File: config.mk
export PLATFORM = sky130hd
export DESIGN_NAME = clk_div_bank_flat
export DESIGN_NICKNAME = d
export VERILOG_FILES = /design/src/rtl/clk_div_bank_if.sv /design/src/rtl/clk_div_bank.sv /design/src/flat_wrapper.sv
export SDC_FILE = /design/constraint.sdc
export NUM_CORES = 1
export LEC_CHECK = 0
export BUFFER_PORTS_ARGS = -buffer_cell sky130_fd_sc_hd__buf_2
export CORE_ASPECT_RATIO = 0.7
export CORE_MARGIN = 5
export CORE_UTILIZATION = 30
export CTS_CLUSTER_SIZE = 40
export DETAILED_ROUTE_END_ITERATION = 16
export SETUP_SLACK_MARGIN = 0.2
export SYNTH_ARGS = -nofsm -noshare
export SYNTH_HDL_FRONTEND = slang
export SYNTH_SLANG_ARGS = --single-unit
export TNS_END_PERCENT = 100
File: constraint.sdc
create_clock -name SYS_CLK -period 2.4 [get_ports SYS_CLK]
set_input_delay 0 -clock SYS_CLK [delete_from_list [all_inputs] [get_ports SYS_CLK]]
set_output_delay 0 -clock SYS_CLK [all_outputs]
set_load 0.1 [all_outputs]
File: src/rtl/clk_div_bank_if.sv
// Configuration and output bundle for clk_div_bank.
// Optional feature macro: CLKDIV_PHASE_EN (adds the CFG_PHASE field).
interface clk_div_bank_if #(
   parameter int NUM_CH = 4,
   parameter int CNT_W  = 28
);
   localparam int CH_W = (NUM_CH > 1) ? $clog2(NUM_CH) : 1;

   logic [NUM_CH-1:0] CH_EN;
   logic              CFG_WE;
   logic [CH_W-1:0]   CFG_CH;
   logic [CNT_W-1:0]  CFG_DIV;
   logic              CFG_MODE;
`ifdef CLKDIV_PHASE_EN
   logic [CNT_W-1:0]  CFG_PHASE;
`endif
   logic [NUM_CH-1:0] TICK;
   logic [NUM_CH-1:0] SLOW_CLK;

`ifdef CLKDIV_PHASE_EN
   modport master (output CH_EN, CFG_WE, CFG_CH, CFG_DIV, CFG_MODE, CFG_PHASE,
                   input  TICK, SLOW_CLK);
   modport slave  (input  CH_EN, CFG_WE, CFG_CH, CFG_DIV, CFG_MODE, CFG_PHASE,
                   output TICK, SLOW_CLK);
`else
   modport master (output CH_EN, CFG_WE, CFG_CH, CFG_DIV, CFG_MODE,
                   input  TICK, SLOW_CLK);
   modport slave  (input  CH_EN, CFG_WE, CFG_CH, CFG_DIV, CFG_MODE,
                   output TICK, SLOW_CLK);
`endif
endinterface

File: src/rtl/clk_div_bank.sv
// clk_div_bank: NUM_CH independent programmable clock-enable generators.
// Each channel counts SYS_CLK edges up to its active divider, emits a one-cycle
// TICK at terminal count and drives SLOW_CLK as a toggle level or a pulse.
// Divider/mode writes land in a pending register and are adopted at the next
// terminal count (or continuously while the channel is idle).
// Optional feature macro: CLKDIV_PHASE_EN (per-channel start phase).
module clk_div_bank #(
   parameter int NUM_CH      = 4,
   parameter int CNT_W       = 28,
   parameter int DEFAULT_DIV = 6250000
) (
   input  logic          SYS_CLK,
   input  logic          SYS_RST,
   clk_div_bank_if.slave bus
);
   localparam int CH_W = (NUM_CH > 1) ? $clog2(NUM_CH) : 1;

   typedef enum logic {ST_IDLE, ST_RUN} state_t;

   state_t            r_state      [NUM_CH];
   logic [CNT_W-1:0]  r_cnt        [NUM_CH];
   logic [CNT_W-1:0]  r_activeDiv  [NUM_CH];
   logic [CNT_W-1:0]  r_pendDiv    [NUM_CH];
   logic              r_activeMode [NUM_CH];
   logic              r_pendMode   [NUM_CH];
`ifdef CLKDIV_PHASE_EN
   logic [CNT_W-1:0]  r_pendPhase  [NUM_CH];
`endif
   logic [NUM_CH-1:0] r_tick;
   logic [NUM_CH-1:0] r_slow;

   state_t            w_nextState      [NUM_CH];
   logic [CNT_W-1:0]  w_nextCnt        [NUM_CH];
   logic [CNT_W-1:0]  w_nextActiveDiv  [NUM_CH];
   logic              w_nextActiveMode [NUM_CH];
   logic [CNT_W-1:0]  w_startCnt       [NUM_CH];
   logic [NUM_CH-1:0] w_nextTick;
   logic [NUM_CH-1:0] w_nextSlow;

   // Idle start value of each counter: zero, or the clamped start phase when enabled.
   always_comb begin
      for (int i = 0; i < NUM_CH; i++) begin
`ifdef CLKDIV_PHASE_EN
         w_startCnt[i] = (r_pendPhase[i] < r_pendDiv[i]) ? r_pendPhase[i] : r_pendDiv[i];
`else
         w_startCnt[i] = '0;
`endif
      end
   end

   // Per-channel next state and datapath: idle holds/reloads, run counts and fires at terminal.
   always_comb begin
      for (int i = 0; i < NUM_CH; i++) begin
         w_nextState[i]      = r_state[i];
         w_nextCnt[i]        = r_cnt[i];
         w_nextActiveDiv[i]  = r_activeDiv[i];
         w_nextActiveMode[i] = r_activeMode[i];
         w_nextTick[i]       = 1'b0;
         w_nextSlow[i]       = r_slow[i];

         case (r_state[i])
            ST_IDLE: if (bus.CH_EN[i])  w_nextState[i] = ST_RUN;
            ST_RUN:  if (!bus.CH_EN[i]) w_nextState[i] = ST_IDLE;
            default: w_nextState[i] = ST_IDLE;
         endcase

         if (w_nextState[i] == ST_IDLE) begin
            w_nextCnt[i]        = w_startCnt[i];
            w_nextActiveDiv[i]  = r_pendDiv[i];
            w_nextActiveMode[i] = r_pendMode[i];
            w_nextSlow[i]       = 1'b0;
         end else if (r_cnt[i] >= r_activeDiv[i]) begin
            w_nextCnt[i]        = '0;
            w_nextTick[i]       = 1'b1;
            w_nextActiveDiv[i]  = r_pendDiv[i];
            w_nextActiveMode[i] = r_pendMode[i];
            if (r_pendMode[i] || r_activeMode[i]) begin
               w_nextSlow[i] = 1'b1;
            end else begin
               w_nextSlow[i] = ~r_slow[i];
            end
         end else begin
            w_nextCnt[i] = r_cnt[i] + CNT_W'(1);
            if (r_activeMode[i]) begin
               w_nextSlow[i] = 1'b0;
            end
         end
      end
   end

   // State registers plus config capture; writes to a non-existent channel are dropped.
   always_ff @(posedge SYS_CLK) begin
      if (SYS_RST) begin
         r_tick <= '0;
         r_slow <= '0;
         for (int i = 0; i < NUM_CH; i++) begin
            r_state[i]      <= ST_IDLE;
            r_cnt[i]        <= '0;
            r_activeDiv[i]  <= CNT_W'(DEFAULT_DIV);
            r_pendDiv[i]    <= CNT_W'(DEFAULT_DIV);
            r_activeMode[i] <= 1'b0;
            r_pendMode[i]   <= 1'b0;
`ifdef CLKDIV_PHASE_EN
            r_pendPhase[i]  <= '0;
`endif
         end
      end else begin
         r_tick <= w_nextTick;
         r_slow <= w_nextSlow;
         for (int i = 0; i < NUM_CH; i++) begin
            r_state[i]      <= w_nextState[i];
            r_cnt[i]        <= w_nextCnt[i];
            r_activeDiv[i]  <= w_nextActiveDiv[i];
            r_activeMode[i] <= w_nextActiveMode[i];
            if (bus.CFG_WE && (bus.CFG_CH == CH_W'(i))) begin
               r_pendDiv[i]   <= bus.CFG_DIV;
               r_pendMode[i]  <= bus.CFG_MODE;
`ifdef CLKDIV_PHASE_EN
               r_pendPhase[i] <= bus.CFG_PHASE;
`endif
            end
         end
      end
   end

   assign bus.TICK     = r_tick;
   assign bus.SLOW_CLK = r_slow;
endmodule

File: src/flat_wrapper.sv
// flat-port wrapper written by rule: the top's interface ports become plain ports
module clk_div_bank_flat 
#(
   parameter int NUM_CH      = 4,
   parameter int CNT_W       = 28,
   parameter int DEFAULT_DIV = 6250000
)
  (SYS_CLK, SYS_RST, bus_CH_EN, bus_CFG_WE, bus_CFG_CH, bus_CFG_DIV, bus_CFG_MODE, bus_TICK, bus_SLOW_CLK);
  clk_div_bank_if #(.NUM_CH(NUM_CH), .CNT_W(CNT_W)) bus_i ();
  input  logic SYS_CLK;
  input  logic SYS_RST;
  input wire logic [$bits(bus_i.CH_EN)-1:0] bus_CH_EN;
  input wire logic [$bits(bus_i.CFG_WE)-1:0] bus_CFG_WE;
  input wire logic [$bits(bus_i.CFG_CH)-1:0] bus_CFG_CH;
  input wire logic [$bits(bus_i.CFG_DIV)-1:0] bus_CFG_DIV;
  input wire logic [$bits(bus_i.CFG_MODE)-1:0] bus_CFG_MODE;
  output wire logic [$bits(bus_i.TICK)-1:0] bus_TICK;
  output wire logic [$bits(bus_i.SLOW_CLK)-1:0] bus_SLOW_CLK;
  assign bus_i.CH_EN = bus_CH_EN;
  assign bus_i.CFG_WE = bus_CFG_WE;
  assign bus_i.CFG_CH = bus_CFG_CH;
  assign bus_i.CFG_DIV = bus_CFG_DIV;
  assign bus_i.CFG_MODE = bus_CFG_MODE;
  assign bus_TICK = bus_i.TICK;
  assign bus_SLOW_CLK = bus_i.SLOW_CLK;
  clk_div_bank #(.NUM_CH(NUM_CH), .CNT_W(CNT_W), .DEFAULT_DIV(DEFAULT_DIV)) u_core (.SYS_CLK(SYS_CLK), .SYS_RST(SYS_RST), .bus(bus_i));
endmodule
## After elaboration in Yosys (flattened, before gate mapping)

Memories as Yosys holds them, arrays and structs flattened.
Index checks and enable logic that the tools add are counted.

| operators by class | value |
|---|---|
| order comparisons | 4 |
| muxes and demuxes | 79 |
| bitwise logic cells | 28 |
| add/subtract/negate cells | 4 |
| equality and inequality tests | 3 |
| reduce and logical (&&, ||, !) cells | 17 |

Operators by type and width:

| cell | number |
|---|---|
| 28-bit two-way mux | 28 |
| 28-bit by 1-bit adder with 28-bit output, second input constant | 4 |
| 28-bit >= comparator | 4 |
| 1-bit two-way mux | 51 |
| 1-bit OR | 20 |
| 1-bit NOT | 8 |
| 2-bit nonzero test | 4 |
| 2-bit OR reduction | 4 |
| 2-bit == test, second input constant | 2 |
| 1-bit logical AND | 4 |
| 1-bit logical OR | 4 |
| 2-bit by 1-bit == test with 1-bit output, second input constant | 1 |
| 2-bit zero test | 1 |

| word-level totals | value |
|---|---|
| memories | 5 |
| bits in registers | 8 |
| memory bits (writable) | 344 |
| output and inout bits | 8 |

Memories:

| memory | depth | width | rd ports | clocked after memory_dff | wr ports | line | source |
|---|---|---|---|---|---|---|---|
| u_core.r_activeDiv | 4 | 28 | 4 | 0 | 4 | clk_div_bank.sv:22 | `logic [CNT_W-1:0] r_activeDiv [NUM_CH];` |
| u_core.r_cnt | 4 | 28 | 4 | 0 | 4 | clk_div_bank.sv:21 | `logic [CNT_W-1:0] r_cnt [NUM_CH];` |
| u_core.r_pendDiv | 4 | 28 | 4 | 0 | 4 | clk_div_bank.sv:23 | `logic [CNT_W-1:0] r_pendDiv [NUM_CH];` |
| u_core.r_activeMode | 4 | 1 | 4 | 0 | 4 | clk_div_bank.sv:24 | `logic r_activeMode [NUM_CH];` |
| u_core.r_pendMode | 4 | 1 | 4 | 0 | 4 | clk_div_bank.sv:25 | `logic r_pendMode [NUM_CH];` |

## Depth between registers and ports, before layout

Gate-level depths: netlist (run 1).

| logic depth | value |
|---|---|
| depth after elaboration | 6 |
| gate-level depth with buffers | 11 |
| depth with buffers taken out | 8 |

## Worst setup path before layout (run 1)

Ideal clock, no wire load.

| path | value |
|---|---|
| path kind | register to register |
| from | memory u_core.r_cnt[2][0] (netlist: u_core.r_cnt[0][56]) |
| to | memory u_core.r_activeDiv[2][18] (netlist: u_core.r_activeDiv[0][74]) |
| arrival time | 2.364 ns |
| setup slack | -0.035 ns |
| cell stages (with the launch flop) | 12 |
| required time | 2.328 ns |
| clock period less this slack | 2.435 ns |
| path through | dfxtp_1 inv_1 ha_1 nand2b_1 a2111oi_2 nor4_1 o41ai_4 and4_1 buf_2 buf_6 buf_8 mux2i_1 |

RTL lines:

| element | line |
|---|---|
| start: declaration | clk_div_bank.sv:21 |
| end: declaration | clk_div_bank.sv:22 |

==> impl_metrics.tcl, run 1 <==
set metrics [dict create \
    outcome "finished clean" \
    drt-vias-per-instance 4.66 \
    post-place-cells 2508 \
    port_buffer_count 45 \
    routed_wire_length_per_instance_um 16.0 \
    async_flop_share_pct 0 \
    vias 12500 \
    clock_tree.root_cell "sky130_fd_sc_hd__clkbuf_16" \
    period_share_pct 99.7 \
    critPathArrivalTime_ns 2.81 \
    slowest_cell_on_the_critical_path "sky130_fd_sc_hd__nor4_4" \
    syn_nets 1881 \
    netlist.area_leader.share_pct 27.7 \
    vias_in_the_first_global_route 12800 \
    final_max_slew_viol_count 0 \
    max_slew_margin_pct 48.6 \
    layout.cells.non_filler 2679 \
    crit_path_max_fanout 7 \
    grt_util_all_layers_pct 13.3 \
    critical_path_endpoint_category "register" \
    synth_seq_area_share_pct 48.1 \
    grt_first_pass_wirelength_um 66600 \
    cts-buffers-inserted 37 \
    synth.cells.most_frequent "249 x sky130_fd_sc_hd__nor2_1, 236 x sky130_fd_sc_hd__dfxtp_1, 192 x sky130_fd_sc_hd__nand2b_1, 131 x sky130_fd_sc_hd__inv_1" \
    die_x_um 295 \
    effective_utilization_at_floorplan_pct 30.2 \
    avg_cell_area_syn_um2 9.88 \
    grt_remaining_overflow 0 \
    cts.htree.levels 2 \
    power.density_nw_per_um2 608 \
    crit_path_cell_trace "inv_2 > ha_4 > nand4_1 > nor4_4 > nand2_1 > o311a_1 > and4_4 > buf_12 > buf_16 > mux2i_1" \
    number_of_max_cap_violations 0 \
    worst_path_dominant_cell_family "simple AND/OR/NAND/NOR gates" \
    synth_top_flop_cell "sky130_fd_sc_hd__dfxtp_1" \
    worst-setup-path-type "register to register" \
    ys_ff_latch 352 \
    critPathBufInv 3 \
    placement_rows 73 \
    design.core.area_um2 56500 \
    netlist_top_cells_area "sky130_fd_sc_hd__dfxtp_1 28%, sky130_fd_sc_hd__edfxtp_1 20%, sky130_fd_sc_hd__ha_1 8.5%, sky130_fd_sc_hd__nand2b_1 7.0%, sky130_fd_sc_hd__mux2i_1 6.8%" \
    yosys_warnings 0 \
    critical_path.startpoint "u_core.r_activeDiv[0][51]" \
    max-vdd-ir-drop_mv 0.557 \
    min_period_ns 2.39 \
    layout.filler_cells 5248 \
    syn2layout_area_growth_pct 34.0 \
    worstSetupStartpointType "register" \
    timing.rr.start "u_core.r_activeDiv[0][51]" \
    routabilityCongestion 0.780 \
    multi_input_area_um2 9680 \
    drtIter0Drc 679 \
    hold_path.class "primary input to register" \
    antenna_found_initial 3 \
    postSynthCellCount 1727 \
    synth.most_common_cell "sky130_fd_sc_hd__nor2_1" \
    post-synth-top-area-cell "sky130_fd_sc_hd__dfxtp_1" \
    grt_max_degree 90 \
    die-area_um2 61800 \
    ant_nets 0 \
    floorplan.io_pins 46 \
    hpwl_um 26900 \
    hold_start "bus_CFG_CH[1]" \
    drt_wl_total_um 42800 \
    cellLeakagePower_uw 0.00891 \
    worst-endpoint-required_ns 2.81 \
    worst_slew_pin_slew_ns 0.771 \
    rsz0062_at_grt "yes" \
    drcViolationCount 0 \
    timing.critical_path.slowest_cell_delay_ns 0.38 \
    post_synth_instance_area_um2 17100 \
    clock_tree_from_tritoncts "built" \
    post_route_cells_drive_above_1_share_pct 28.3 \
    number_of_nets_in_the_layout 2053 \
    max-clock-path-buffers 3 \
    die_height_um 210 \
    ys_types 56 \
    hold-worst-slack_ns 0.151 \
    detailedRoute.firstPassIterationCount 5 \
    achievable-frequency_mhz 418 \
    clock_sink_count 352 \
    finalClockSkew_ns 0.0175 \
    worst_skew_pair.late_latency_ns 0.54 \
    final_number_of_hold_violating_endpoints 0 \
    number_of_enable_flip_flop_cells_after_synthesis 116 \
    setup_violations 0 \
    clk_pin_slew_worst_paths_ns 0.06 \
    sequential_cell_area_um2 8320 \
]
[worst min-delay path: stages]
cell and delay [ns]:
sky130_fd_sc_hd__buf_2 0.19, sky130_fd_sc_hd__nor3_2 0.07, sky130_fd_sc_hd__buf_4 0.22, sky130_fd_sc_hd__nand2b_1 0.10
[registers in the layout, indices dropped and copies added, names as in the netlist]
name	flops
u_core.bus.TICK	4
u_core.r_pendDiv	112
u_core.r_cnt	112
u_core.r_activeMode	4
u_core.r_pendMode	4
u_core.bus.SLOW_CLK	4
u_core.r_activeDiv	112
[placed cells by master, fill, tap and decap left out, types with 8 or more instances in the layout]
master / instances
sky130_fd_sc_hd__and4_1: 10
sky130_fd_sc_hd__buf_16: 18
sky130_fd_sc_hd__inv_2: 26
sky130_fd_sc_hd__buf_6: 19
sky130_fd_sc_hd__nor2_1: 162
sky130_fd_sc_hd__edfxtp_1: 116
sky130_fd_sc_hd__inv_1: 105
sky130_fd_sc_hd__ha_4: 49
sky130_fd_sc_hd__nor2_2: 11
sky130_fd_sc_hd__nand2b_1: 190
sky130_fd_sc_hd__a21oi_2: 8
sky130_fd_sc_hd__a21oi_1: 31
sky130_fd_sc_hd__a21o_1: 15
sky130_fd_sc_hd__xor2_1: 53
sky130_fd_sc_hd__dlygate4sd3_1: 34
sky130_fd_sc_hd__nand3_1: 34
sky130_fd_sc_hd__buf_4: 66
sky130_fd_sc_hd__nand4_1: 35
sky130_fd_sc_hd__mux2i_1: 112
sky130_fd_sc_hd__dfxtp_1: 149
sky130_fd_sc_hd__nand2_1: 70
sky130_fd_sc_hd__o21ai_0: 10
sky130_fd_sc_hd__buf_12: 16
sky130_fd_sc_hd__nor3_1: 10
sky130_fd_sc_hd__dfxtp_2: 84
sky130_fd_sc_hd__buf_2: 44
sky130_fd_sc_hd__xnor2_1: 51
sky130_fd_sc_hd__nor3_2: 8
sky130_fd_sc_hd__ha_1: 65
sky130_fd_sc_hd__clkbuf_16: 42
sky130_fd_sc_hd__and3_1: 18
sky130_fd_sc_hd__nor2_4: 76
sky130_fd_sc_hd__and2_1: 70
[worst paths after layout]
kind                                    end  slack [ns]  cells past startpoint
hold / removal      u_core.r_pendDiv[1][12]        0.15                      4
setup reg to reg  u_core.r_activeDiv[0][46]       0.006                     10
hold reg to reg   u_core.r_activeDiv[0][87]        0.47                      2
setup / recovery  u_core.r_activeDiv[0][46]       0.006                     10
[cells by family after synthesis]
| logic type | share of synthesized area (%) |
|---|---|
| adder cells (fa/ha/maj) | 8.50 |
| flip-flops | 48.1 |
| multiplexers | 6.80 |
| XOR/XNOR | 5.34 |
| buffers and inverters | 4.83 |
| AND/OR/NAND/NOR | 22.3 |
| AO/OA/AOI/OAI | 4.09 |
[per-layer routing]
metal	global-route usage (%)	wire (um)	part of all wire, %
met3	2.44	2010	4.7
met5	0	0	0
met4	2.62	610	1.4
met1	19.3	20800	49
met2	20.9	19400	45
[metrics by stage]
step | power (uW) | util (%) | setup TNS, ns | setup WS [ns] | area (um2)
floorplan | 7260 | - | 0 | 0.0464 | 17200
global placement | 7530 | 32.7 | -0.584 | -0.156 | 18500
detailed placement | 7570 | 32.7 | -0.545 | -0.0484 | 18500
CTS | 14000 | 38.7 | 0 | 0.0347 | 21900
global route | 14500 | 40.5 | -5.07 | -0.125 | 22900
finish | 13900 | 40.5 | 0 | 0.00642 | 22900
[report_power, final]
group / internal [uW] / total (uW) / leakage, uW / switching, uW
Clock: 3620 / 6040 / 0.000629 / 2420
Sequential: 6450 / 6570 / 0.00309 / 126
Combinational: 608 / 1300 / 0.00519 / 693
[area by class of cell]
| type | instances | area share (%) |
|---|---|---|
| Clock buffer | 52 | 4.79 |
| Tap cell | 750 | 4.10 |
| Sequential cell | 352 | 36.4 |
| Antenna cell | 1 | 0.0109 |
| Multi-Input combinational cell | 1177 | 42.3 |
| Clock inverter | 16 | 0.793 |
| Inverter | 131 | 2.15 |
| Timing Repair Buffer | 200 | 9.45 |
[what timing repair did]
item | CTS | global route
resized for setup | 216 | 223
hold buffers | 34 | 0
endpoints found under the setup margin | 232 | 235
pin swaps | 74 | 91
buffers inserted | 39 | 8
endpoints found under the hold margin | 130 | 0
cloned | 19 | 2
Note: power is estimated with default switching activity, not from simulation.
==> inputs of run 2 (changes only) <==
--- a/config.mk
+++ b/config.mk
@@ -8,7 +8,7 @@
 export BUFFER_PORTS_ARGS = -buffer_cell sky130_fd_sc_hd__buf_2
 export CORE_ASPECT_RATIO = 0.7
 export CORE_MARGIN = 5
-export CORE_UTILIZATION = 30
+export CORE_UTILIZATION = 42
 export CTS_CLUSTER_SIZE = 40
 export DETAILED_ROUTE_END_ITERATION = 16
 export SETUP_SLACK_MARGIN = 0.2
==> run 2 against run 1 <==
Core utilization grew 16 points. Register-to-register slack better by 0.04 ns. Sequential share of layout area rose by 0.66 points. Critical endpoint is now u_core.r_activeDiv[0][101]. Largest power group unchanged.
==> impl_metrics.tcl, run 2 (synthesis results as in run 1) <==
set metrics [dict create \
    design.core.area_um2 39900 \
    detailedPlace.worstSlack_ns -0.0349 \
    grt_first_pass_wirelength_um 64600 \
    vias 12300 \
    worst_slew_pin_slew_ns 0.771 \
    port_buffer_count 45 \
    switching_share_pct 23.4 \
    biggestRegsByFlops "u_core.r_activeDiv x112, u_core.r_cnt x112, u_core.r_pendDiv x112" \
    placement_rows 61 \
    number_of_max_cap_violations 0 \
    grt_remaining_overflow 0 \
    cellLeakagePower_uw 0.00891 \
    timing.critical_path.mode_cell "sky130_fd_sc_hd__buf_6" \
    drt_wl_total_um 42900 \
    worst-endpoint-required_ns 2.82 \
    effective_utilization_at_floorplan_pct 42.8 \
    seq_power_share_pct 46.6 \
    hold_path_cells 4 \
    die-area_um2 44800 \
    hpwl_um 26800 \
    crit_path_max_fanout 8 \
    p_sw_uw 3300 \
    critPathArrivalTime_ns 2.77 \
    finalClockSkew_ns 0.0109 \
    ant_nets 0 \
    worstSetupStartpointType "register" \
    critical_path_endpoint_category "register" \
    cts.htree.levels 2 \
    max-clock-path-buffers 3 \
    rsz0062_at_grt "yes" \
    floorplan.io_pins 46 \
    worst_path_dominant_cell_family "simple AND/OR/NAND/NOR gates" \
    power.density_nw_per_um2 626 \
    power.combinational.fraction_pct 9.0 \
    timing.rr.start "u_core.r_cnt[0][97]" \
    min_period_ns 2.36 \
    clock_tree_from_tritoncts "built" \
    timing.reg2reg.setup_slack_ns 0.04 \
    max_slew_margin_pct 48.5 \
    achievable-frequency_mhz 425 \
    die_height_um 179 \
    crit_path_cell_trace "ha_4 > nand4_1 > or4_4 > o32ai_4 > buf_6 > nor3_4 > buf_6 > clkbuf_16 > mux2i_1" \
    routed_wire_length_per_instance_um 17.4 \
    highest_count_cells_in_the_layout_ignoring_fill_and_taps "191 x sky130_fd_sc_hd__nand2b_1, 170 x sky130_fd_sc_hd__nor2_1, 140 x sky130_fd_sc_hd__dfxtp_1" \
    grt_max_degree 73 \
    clk_pin_slew_worst_paths_ns 0.06 \
    clock_tree.root_cell "sky130_fd_sc_hd__clkbuf_16" \
    drtIter0Drc 694 \
    period_share_pct 98.1 \
    finalSetupTns_ns 0 \
    timing.critical_path.slowest_cell_delay_ns 0.55 \
    slowest_cell_on_the_critical_path "sky130_fd_sc_hd__or4_4" \
    final_number_of_hold_violating_endpoints 0 \
    layout.filler_cells 3363 \
    hold_path.class "primary input to register" \
    post_route_cells_drive_above_1_share_pct 28.7 \
    multi_input_area_um2 9580 \
    grt_util_all_layers_pct 18.0 \
    detailedRoute.firstPassIterationCount 5 \
    cellInternalPower_uw 10800 \
    sequential_cell_area_um2 8350 \
    worst_skew_pair.late_latency_ns 0.54 \
    power.clock.fraction_pct 44.3 \
    drt-vias-per-instance 5.01 \
    worst_r2r_endpoint "u_core.r_activeDiv[0][101]" \
    vias_in_the_first_global_route 12000 \
    post-route-worst-setup-slack_ns 0.0450 \
    cts-buffers-inserted 38 \
    die_x_um 251 \
    final_common_cell "sky130_fd_sc_hd__nand2b_1" \
    critPathBufInv 3 \
    outcome "finished clean" \
    worstHoldEndpoint "u_core.r_pendDiv[0][16]" \
    number_of_nets_in_the_layout 2051 \
    worst-setup-path-type "register to register" \
    syn2layout_area_growth_pct 32.1 \
    drcViolationCount 0 \
    setup_violations 0 \
    max-vdd-ir-drop_mv 0.506 \
    clock_sink_count 352 \
    hold-worst-slack_ns 0.128 \
    hold_start "bus_CFG_CH[0]" \
    antenna_found_initial 4 \
    r2r_cells 9 \
    final_max_slew_viol_count 0 \
    routabilityCongestion 0.817 \
]
-- run 2: per-layer routing --
layer	vias to the layer above	GRT usage [%]	part of all wire (%)
met2	213	28.1	45
met1	5913	25.5	49
met3	62	3.86	4.3
met5	-	0	0.079
li1	6144	-	-
met4	4	4.57	1.9
-- run 2: worst max path at each step --
stage	startpoint	end	cells after the start	slack, ns
finish	u_core.r_cnt[0][97]	u_core.r_activeDiv[0][101]	9	0.04
detailed placement	u_core.r_activeDiv[0][105]	u_core.bus.SLOW_CLK[3]	8	-0.03
global placement	u_core.r_activeDiv[0][86]	u_core.bus.SLOW_CLK[3]	8	0.03
global route	u_core.r_activeDiv[0][51]	u_core.r_activeDiv[0][50]	9	-0.05
floorplan	u_core.r_cnt[0][56]	u_core.r_activeDiv[0][74]	11	0.05
CTS	u_core.r_activeDiv[0][108]	u_core.r_activeDiv[0][110]	9	0.10
-- run 2: repair_timing --
item / CTS / global route
endpoints found under the hold margin: 134 / 0
gates cloned: 11 / 13
resized for setup: 131 / 295
hold buffers: 34 / 0
pin swaps: 59 / 132
endpoints found under the setup margin: 224 / 230
buffers inserted: 22 / 16
-- run 2: cell type report --
cell class / instances / area share (%)
Clock inverter: 19 / 1.07
Clock buffer: 51 / 4.85
Sequential cell: 352 / 37.0
Tap cell: 535 / 2.97
Inverter: 131 / 2.18
Antenna cell: 1 / 0.0111
Multi-Input combinational cell: 1177 / 42.5
Timing Repair Buffer: 197 / 9.37
-- run 2: per-stage QoR --
stage | instances | cell area, um2 | total power, uW | util [%]
after global routing | 2462 | 22500 | 14600 | 56.5
after CTS | 2433 | 21000 | 14100 | 52.6
after detailed placement | 2296 | 18300 | 7590 | 45.8
after floorplan | 1727 | 17200 | 7260 | -
after global placement | 2296 | 18300 | 7560 | 45.8
final | 2463 | 22500 | 14100 | 56.5
-- run 2: worst reg2reg max path: stages (launching register included) --
cell and delay, ns:
sky130_fd_sc_hd__dfxtp_1 0.36, sky130_fd_sc_hd__ha_4 0.29, sky130_fd_sc_hd__nand4_1 0.12, sky130_fd_sc_hd__or4_4 0.55, sky130_fd_sc_hd__o32ai_4 0.27, sky130_fd_sc_hd__buf_6 0.14, sky130_fd_sc_hd__nor3_4 0.03, sky130_fd_sc_hd__buf_6 0.17
sky130_fd_sc_hd__clkbuf_16 0.18, sky130_fd_sc_hd__mux2i_1 0.12
-- run 2: power by group through the flow --
| stage | Combinational [uW] | Clock, uW | Sequential [uW] |
|---|---|---|---|
| 6_report | 1270 | 6250 | 6580 |
| 5_1_grt | 1380 | 6660 | 6600 |
| 4_1_cts | 1100 | 6410 | 6570 |
| 3_5_place_dp | 896 | 0 | 6690 |
| 3_3_place_gp | 873 | 0 | 6680 |
| 2_1_floorplan | 611 | 0 | 6650 |
==> inputs of run 3 (changes only) <==
--- a/config.mk
+++ b/config.mk
@@ -8,9 +8,10 @@
 export BUFFER_PORTS_ARGS = -buffer_cell sky130_fd_sc_hd__buf_2
 export CORE_ASPECT_RATIO = 0.7
 export CORE_MARGIN = 5
-export CORE_UTILIZATION = 42
+export CORE_UTILIZATION = 50
 export CTS_CLUSTER_SIZE = 40
 export DETAILED_ROUTE_END_ITERATION = 16
+export PLACE_DENSITY = 0.69
 export SETUP_SLACK_MARGIN = 0.2
 export SYNTH_ARGS = -nofsm -noshare
 export SYNTH_HDL_FRONTEND = slang
==> run 3 against run 2 <==
The flow now finishes with violations (setup timing). Clock power fell by 16%. Clock skew rose by 0.014 ns. Cell count fell by 3.0%. Via count rose by 2.7%. Worst hold slack got worse by 0.053 ns. Maximum frequency fell by 3.9%. Critical path depth rose by 3. Wire length rose by 2.9%. Non-clock buffer count rose by 31. Global-route usage rose by 3.4 points. Sequential power barely moved. Largest power group unchanged. Highest routed layer is now met4.
==> impl_metrics.tcl, run 3 (synthesis results as in run 1) <==
set metrics [dict create \
    outcome "complete, but fails checks" \
    violations "setup timing" \
    detailedPlace.worstSlack_ns -0.000138 \
    worst_skew_pair.late_latency_ns 0.54 \
    worst-setup-path-type "register to register" \
    routed-wl-met3_um 2770 \
    routabilityCongestion 0.831 \
    biggestRegsByFlops "u_core.r_activeDiv x112, u_core.r_cnt x112, u_core.r_pendDiv x112" \
    detailedRoute.firstPassIterationCount 5 \
    crit_path_max_fanout 7 \
    antenna_found_initial 3 \
    post-route-worst-setup-slack_ns -0.0495 \
    max_slew_margin_pct 40.4 \
    drt_wl_total_um 44200 \
    clock_tree_from_tritoncts "built" \
    hold_path.class "primary input to register" \
    worst_slew_pin_slew_ns 0.894 \
    clock_sink_count 352 \
    cellLeakagePower_uw 0.00896 \
    worst-endpoint-required_ns 2.86 \
    floorplan.io_pins 46 \
    grt_max_degree 75 \
    finalSetupTns_ns -0.536 \
    worstSetupStartpointType "register" \
    switching_share_pct 24.2 \
    syn2layout_area_growth_pct 31.9 \
    max-vdd-ir-drop_mv 0.521 \
    vias_in_the_first_global_route 12300 \
    setup_violations 23 \
    achievable-frequency_mhz 408 \
    final_max_slew_viol_count 0 \
    number_of_nets_in_the_layout 2079 \
    min_period_ns 2.45 \
    cts-buffers-inserted 35 \
    drtIter0Drc 955 \
    placement_rows 56 \
    power.combinational.fraction_pct 10.2 \
    post_route_cells_drive_above_1_share_pct 27.4 \
    rsz0062_at_grt "yes" \
    die-area_um2 38000 \
    power.density_nw_per_um2 586 \
    highest-signal-layer "met4" \
    grt_util_all_layers_pct 21.4 \
    final_common_cell "sky130_fd_sc_hd__nand2b_1" \
    critical_path_endpoint_category "register" \
    die_x_um 231 \
    final_number_of_hold_violating_endpoints 0 \
    final_core_util_pct 67.1 \
    grt_remaining_overflow 0 \
    clock_tree.root_cell "sky130_fd_sc_hd__clkbuf_16" \
    m1WireLength_um 19900 \
    grt_first_pass_wirelength_um 64900 \
    dr_wl_met2_um 20300 \
    drt-vias-per-instance 5.30 \
    seq_power_share_pct 49.8 \
    routed_wire_length_per_instance_um 18.5 \
    number_of_max_cap_violations 0 \
    finalClockSkew_ns 0.0250 \
    vias 12700 \
    power_uw 13200 \
    design.core.area_um2 33600 \
    port_buffer_count 45 \
    post-place-cells 2198 \
    drcViolationCount 0 \
    clk_pin_slew_worst_paths_ns 0.06 \
    ant_nets 0 \
    layout.filler_cells 2406 \
    highest_count_cells_in_the_layout_ignoring_fill_and_taps "190 x sky130_fd_sc_hd__nand2b_1, 161 x sky130_fd_sc_hd__dfxtp_1, 150 x sky130_fd_sc_hd__nor2_1" \
    power.clock.fraction_pct 40.0 \
    layout.cells.non_filler 2388 \
    effective_utilization_at_floorplan_pct 50.9 \
    hpwl_um 26200 \
    cts.htree.levels 2 \
    critPathArrivalTime_ns 2.91 \
    period_share_pct 102 \
    die_height_um 165 \
    p_sw_uw 3190 \
    cellInternalPower_uw 10000 \
    max-clock-path-buffers 3 \
]
-- run 3: cell count changes in the layout (fill, tap and decap cells not counted), moves of 8 or more --
| cell | previous run | this run |
|---|---|---|
| sky130_fd_sc_hd__nor2_4 | 50 | 90 |
| sky130_fd_sc_hd__dfxtp_1 | 140 | 161 |
| sky130_fd_sc_hd__nor2_1 | 170 | 150 |
| sky130_fd_sc_hd__nor2_2 | 29 | 9 |
| sky130_fd_sc_hd__dlygate4sd3_1 | 34 | 53 |
| sky130_fd_sc_hd__dfxtp_2 | 87 | 72 |
| sky130_fd_sc_hd__buf_4 | 64 | 75 |
| sky130_fd_sc_hd__clkbuf_16 | 52 | 44 |
| sky130_fd_sc_hd__ha_1 | 61 | 69 |
-- run 3: worst max-delay path: stages, from the launching register on --
cell	delay (ns)
sky130_fd_sc_hd__dfxtp_2	0.35
sky130_fd_sc_hd__inv_1	0.07
sky130_fd_sc_hd__ha_4	0.28
sky130_fd_sc_hd__nand4_1	0.13
sky130_fd_sc_hd__buf_4	0.18
sky130_fd_sc_hd__nor4_2	0.31
sky130_fd_sc_hd__nand2_1	0.16
sky130_fd_sc_hd__o311ai_0	0.16
sky130_fd_sc_hd__buf_4	0.21
sky130_fd_sc_hd__nor3_4	0.05
sky130_fd_sc_hd__buf_6	0.14
sky130_fd_sc_hd__clkbuf_16	0.17
sky130_fd_sc_hd__mux2i_1	0.17
-- run 3: repair_timing --
action,in CTS,in global routing
gates cloned,13,11
endpoints found under the hold margin,140,0
buffers inserted,26,22
hold buffers,53,0
pin swaps,51,127
resized for setup,147,293
setup endpoints to repair,224,233
-- run 3: layout make-up --
cell class	instances	area, um2	area share (%)
tap	435	544	2.42
clock buffer	53	1010	4.51
clock inverter	11	65.1	0.289
sequential	352	8310	36.9
antenna	1	2.50	0.0111
timing repair buffer	228	2390	10.6
inverter	131	492	2.18
multi-input combinational	1177	9690	43.1
-- run 3: final timing paths --
path	slack (ns)	to	depth (start not counted)	startpoint
worst min-delay path	0.07	u_core.r_activeDiv[0][34]	3	SYS_RST
worst max-delay path	-0.05	u_core.r_activeDiv[0][85]	12	u_core.r_activeDiv[0][99]
worst max register to register	-0.05	u_core.r_activeDiv[0][85]	12	u_core.r_activeDiv[0][99]
worst min register to register	0.48	u_core.r_activeDiv[0][31]	2	u_core.r_activeDiv[0][31]
-- run 3: power by group through the flow --
stage	Sequential, uW	Clock, uW	Combinational, uW
after global routing	6600	5630	1440
after floorplan	6650	0	611
after detailed placement	6690	0	884
final	6580	5280	1340
after global placement	6680	0	860
after CTS	6560	5350	1140
-- run 3: stage by stage --
stage / hold WS (ns) / instance area (um2)
detailed placement: 0.296 / 18200
finish: 0.0748 / 22500
global route: 0.0953 / 22500
global placement: 0.282 / 18200
floorplan: 0.141 / 17200
CTS: 0.0469 / 20900
-- run 3: per-layer routing --
layer | up-vias | global-route usage (%)
li1 | 6173 | -
met1 | 6077 | 29.7
met2 | 333 | 33.9
met3 | 85 | 4.61
met4 | 0 | 6.75
met5 | - | 0
